### src/rtl/demux_1_2_stream.sv
// -----------------------------------------------------------------------------
// demux_1_2_stream
//
// Purpose:
//   1-to-2 stream demultiplexer. Each accepted input word is steered by its
//   s_sel bit into one of two independent DEPTH-entry FIFOs. Each FIFO drives
//   its own valid/ready output lane. A stalled consumer therefore blocks only
//   the words addressed to it; the other lane keeps flowing.
//
// Ports:
//   clk                      rising-edge clock
//   rst                      synchronous, active-high reset (empties both FIFOs)
//   s_valid / s_ready        input handshake; a word is taken when both are 1
//   s_sel                    destination lane of s_data (0 -> y0, 1 -> y1)
//   s_data  [WIDTH]          input word
//   y0_valid / y0_ready      lane 0 handshake (valid = FIFO 0 non-empty)
//   y0_data [WIDTH]          lane 0 FIFO head, forced to 0 while empty
//   y0_count                 lane 0 occupancy, 0..DEPTH
//   y1_*                     same as y0_* for lane 1
// -----------------------------------------------------------------------------
module demux_1_2_stream #(
  parameter int WIDTH = 8,
  parameter int DEPTH = 4
) (
  input  logic                       clk,
  input  logic                       rst,
  input  logic                       s_valid,
  output logic                       s_ready,
  input  logic                       s_sel,
  input  logic [WIDTH-1:0]           s_data,
  output logic                       y0_valid,
  input  logic                       y0_ready,
  output logic [WIDTH-1:0]           y0_data,
  output logic [$clog2(DEPTH+1)-1:0] y0_count,
  output logic                       y1_valid,
  input  logic                       y1_ready,
  output logic [WIDTH-1:0]           y1_data,
  output logic [$clog2(DEPTH+1)-1:0] y1_count
);

  localparam int PW = $clog2(DEPTH);
  localparam int CW = $clog2(DEPTH+1);

  logic [1:0]       w_full;
  logic [1:0]       w_valid;
  logic [1:0]       w_out_ready;
  logic [WIDTH-1:0] w_data  [2];
  logic [CW-1:0]    w_count [2];

  assign w_out_ready = {y1_ready, y0_ready};

  // Only the addressed lane's fullness matters, and fullness comes from the
  // registered count, so consumer ready never reaches s_ready.
  assign s_ready = ~w_full[s_sel];

  generate
    for (genvar gi = 0; gi < 2; gi++) begin : g_fifo
      logic [WIDTH-1:0] r_mem [DEPTH];
      logic [PW-1:0]    r_wr_ptr;
      logic [PW-1:0]    r_rd_ptr;
      logic [CW-1:0]    r_count;
      logic             w_push;
      logic             w_pop;

      assign w_push = s_valid & s_ready & (s_sel == 1'(gi));
      assign w_pop  = w_valid[gi] & w_out_ready[gi];

      // Pointers are exactly log2(DEPTH) bits, so natural overflow gives the
      // DEPTH-1 -> 0 wrap. Count can never pass DEPTH or drop below 0 because
      // push is gated by ~full and pop by valid.
      always_ff @(posedge clk) begin
        if (rst) begin
          r_wr_ptr <= '0;
          r_rd_ptr <= '0;
          r_count  <= '0;
        end else begin
          if (w_push) begin
            r_wr_ptr <= r_wr_ptr + PW'(1);
          end
          if (w_pop) begin
            r_rd_ptr <= r_rd_ptr + PW'(1);
          end
          case ({w_push, w_pop})
            2'b10:   r_count <= r_count + CW'(1);
            2'b01:   r_count <= r_count - CW'(1);
            default: r_count <= r_count;
          endcase
        end
      end

      // Storage has no reset: stale entries are never visible because the
      // output is masked whenever the lane is empty.
      always_ff @(posedge clk) begin
        if (!rst && w_push) begin
          r_mem[r_wr_ptr] <= s_data;
        end
      end

      assign w_full[gi]  = (r_count == CW'(DEPTH));
      assign w_valid[gi] = (r_count != '0);
      assign w_data[gi]  = w_valid[gi] ? r_mem[r_rd_ptr] : '0;
      assign w_count[gi] = r_count;
    end
  endgenerate

  assign y0_valid = w_valid[0];
  assign y0_data  = w_data[0];
  assign y0_count = w_count[0];
  assign y1_valid = w_valid[1];
  assign y1_data  = w_data[1];
  assign y1_count = w_count[1];

endmodule

### config.mk
export PLATFORM = sky130hd
export DESIGN_NAME = demux_1_2_stream
export DESIGN_NICKNAME = d
export VERILOG_FILES = /design/src/rtl/demux_1_2_stream.sv
export SDC_FILE = /design/constraint.sdc
export NUM_CORES = 1
export LEC_CHECK = 0
export BUFFER_PORTS_ARGS = -buffer_cell sky130_fd_sc_hd__buf_4
export CORE_MARGIN = 5
export CORE_UTILIZATION = 55
export CTS_BUF_LIST = sky130_fd_sc_hd__clkbuf_8
export CTS_CLUSTER_SIZE = 25
export DETAILED_ROUTE_END_ITERATION = 16
export HOLD_SLACK_MARGIN = 0.1
export PLACE_DENSITY_LB_ADDON = 0.3
export SLEW_MARGIN = 20
export SYNTH_ARGS = -nofsm -noshare
export SYNTH_HDL_FRONTEND = slang
export SYNTH_SLANG_ARGS = --single-unit
### constraint.sdc
create_clock -name clk -period 2.36 [get_ports clk]
set_input_delay 0.472 -clock clk [delete_from_list [all_inputs] [get_ports clk]]
set_output_delay 0.472 -clock clk [all_outputs]
set_load 0.05 [all_outputs]
==> impl_metrics.tcl <==
set metrics [dict create \
    status "finished clean" \
    hpwl_mm 3.91 \
    synth_edf_count 64 \
    fin_crit_sh_pct 95.7 \
    fmax_mhz 443 \
    rr_worst_depth 8 \
    grt_antenna_before_repair 0 \
    vdd_drop_max_mv 0.796 \
    overflow 0 \
    worstMarginPinSlew_ns 0.435 \
    crit_slowest_cell "or3_2" \
    worstPathMaxFanout 7 \
    cap_viol_max_count 0 \
    finalSetupTns_ns 0 \
    async_flop_share_pct 0 \
    nets 288 \
    crit_path_start "y1_count[2]" \
    start_util_pct 57.0 \
    cts-root-buf "clkbuf_8" \
    remaining_drc_errors 0 \
    r2r_end "y1_count[2]" \
    power_frac_seq_pct 36.6 \
    p_switching_mw 1.82 \
    first_pass_iters 4 \
    synthCells 214 \
    grt_pass1_vias 1886 \
    post-cts-setup-buffers 0 \
    arrival_ns 2.53 \
    rows 28 \
    clk_pin_slew_worst_paths_ns 0.08 \
    cts_tree "yes" \
    path_cells "or3b_1 -> nand3_2 -> ha_2 -> inv_1 -> fa_1 -> xor2_1 -> or3_2 -> a21oi_1" \
    rr_startpoint "y1_count[2]" \
    p_int_mw 2.97 \
    htreeDepth 3 \
    syn_nets 240 \
    port_buffers 38 \
    clkSinkCount 82 \
    p_leak_nw 1.46 \
    vias 1788 \
    clock_skew_ns 0.00606 \
    totalWireLength_mm 5.69 \
    first_iter_violations 90 \
    finalCriticalPeriod_ns 2.26 \
    rrSetupSlack_ns 0.10 \
    vias_per_cell 5.23 \
    yosysSeqAreaShare_pct 66.9 \
    synth_area_um2 3410 \
    post_drt_wl_per_cell_um 16.6 \
    p_comb_share_pct 41.0 \
    end_kind "register" \
    instances_no_fill 342 \
    clock_path_buffers 2 \
    core_um2 5990 \
    hold_path.class "in -> reg" \
    final_hold_viol_count 0 \
    pwr-share-clk_pct 22.4 \
    final_common_cell "edfxtp_1" \
    n_fill_cell 435 \
    synth.distinct_cells 29 \
    layout-drive-gt1-share_pct 31.5 \
    cts_resized 0 \
    fp.dieW_um 88.8 \
    start_kind "register" \
    max_stage_delay_ns 0.41 \
    insertion_delay_ns 0.34 \
    rsz0062_at_grt "no" \
    path_class "reg -> reg" \
    cts_buffers 9 \
    grt_max_degree 22 \
    antenna_left 0 \
    dp_cells 326 \
    layout_common_cells "edfxtp_1, buf_4, inv_1, mux4_2, nor2b_1" \
    endpoint "y1_count[2]" \
    crit_family "simple AND/OR/NAND/NOR gates" \
    syn_to_final_growth_pct 18.3 \
    ys_ff_latch 82 \
    die_h_um 88.8 \
    setup_viol 0 \
    crit_required_ns 2.63 \
    swShare_pct 38.0 \
    slew_violations 0 \
    cts_hold_buffers 0 \
    synthFlopType "edfxtp_1" \
    num_io_pins 39 \
    diodes 0 \
    dieArea_um2 7880 \
    crit_cells 8 \
    grt_pass1_wl_mm 9.25 \
    powerDensity_nw_per_um2 1190 \
    relSlewSlack_pct 71.0 \
    syn_avg_cell_area_um2 15.9 \
    yosysWarnings 0 \
    fin_total_pwr_mw 4.79 \
    gp_congestion 0.763 \
    crit_buf_inv 1 \
    grt.total_usage_pct 16.4 \
]
synth_stat cells, types with 3 or more instances:
| cell type | number | share of area, % |
|---|---|---|
| nand2b_1 | 4 | 0.73 |
| o21ai_0 | 5 | 0.73 |
| nor2_1 | 12 | 1.3 |
| clkbuf_1 | 4 | 0.44 |
| mux2i_1 | 3 | 0.88 |
| dfxtp_1 | 18 | 11 |
| a21oi_1 | 7 | 1.0 |
| or3_1 | 4 | 0.73 |
| and2_1 | 8 | 1.5 |
| xor2_1 | 6 | 1.5 |
| edfxtp_1 | 64 | 56 |
| nand2_1 | 3 | 0.33 |
| mux4_2 | 16 | 11 |
| inv_1 | 15 | 1.7 |
| ha_1 | 10 | 3.7 |
| nor2b_1 | 16 | 2.9 |
cells by family (layout without fill, tap and decap cells):
family | count (synthesis) | after routing | synth area share, %
DFF | 82 | 82 | 66.9
xor gates and xnor gates | 6 | 6 | 1.54
buffers and inverters | 23 | 76 | 2.82
muxes | 20 | 20 | 11.8
and+or+nand+nor | 57 | 57 | 9.94
AOI/OAI and AO/OA | 14 | 14 | 2.20
adders and majority gates | 12 | 12 | 4.84
worst reg2reg max path: stages, from the launching register on:
cell     delay, ns
dfxtp_4       0.38
or3b_1        0.38
nand3_2       0.11
ha_2          0.19
inv_1         0.05
fa_1          0.38
xor2_1        0.16
or3_2         0.41
a21oi_1       0.14
per-stage QoR:
| stage | util (%) | cell area, um^2 | hold WS [ns] | setup WS (ns) |
|---|---|---|---|---|
| 5_1_grt | 67.4 | 4040 | 0.348 | 0.0200 |
| 2_1_floorplan | - | 3420 | 0.459 | 0.00566 |
| 3_3_place_gp | 63.6 | 3810 | 0.473 | 0.140 |
| 3_5_place_dp | 63.6 | 3810 | 0.491 | 0.0668 |
| 4_1_cts | 67.2 | 4030 | 0.357 | 0.0461 |
| 6_report | 67.4 | 4040 | 0.368 | 0.101 |
registers in the layout (all words and copies together), names as in the netlist, named ones only:
| signal | cells |
|---|---|
| g_fifo.r_mem | 64 |
| g_fifo.r_rd_ptr | 4 |
| g_fifo.r_wr_ptr | 4 |
| y0_count | 3 |
| y1_count | 3 |
layer usage:
metal | part of all wire (%) | global-route usage (%) | routed length [um]
met2 | 50 | 26.8 | 2830
met5 | 0 | 0 | 0
met1 | 43 | 20.8 | 2470
met4 | 1.9 | 8.24 | 109
met3 | 4.8 | 3.54 | 276
power groups by stage:
stage	clock network [mW]	logic (mW)	registers (mW)
floorplan	0	1.32	1.88
global placement	0	1.95	1.78
detailed placement	0	1.98	1.78
CTS	1.10	1.99	1.75
global route	1.18	2.10	1.77
finish	1.07	1.96	1.75
worst min-delay path by stage:
stage                           from                     to  slack, ns  cells after the start
3_3_place_gp   g_fifo[0].r_rd_ptr[1]  g_fifo[0].r_rd_ptr[1]       0.47                      2
5_1_grt                    s_data[3]  g_fifo[1].r_mem[1][3]       0.35                      1
4_1_cts                    s_data[5]  g_fifo[0].r_mem[2][5]       0.36                      1
2_1_floorplan  g_fifo[1].r_rd_ptr[1]               register       0.46                      2
6_report                   s_data[2]  g_fifo[1].r_mem[3][2]       0.37                      1
3_5_place_dp   g_fifo[1].r_rd_ptr[1]  g_fifo[1].r_rd_ptr[1]       0.49                      2
area by class of cell:
class	instances	area, um^2	area share, %
Clock inverter	7	93.8	2.33
Sequential cell	82	2290	56.7
Multi-Input combinational cell	109	1040	25.8
Tap cell	75	93.8	2.33
Inverter	15	56.3	1.40
Clock buffer	9	124	3.07
Timing Repair Buffer	45	338	8.37
(Power assumes the default switching activity.)
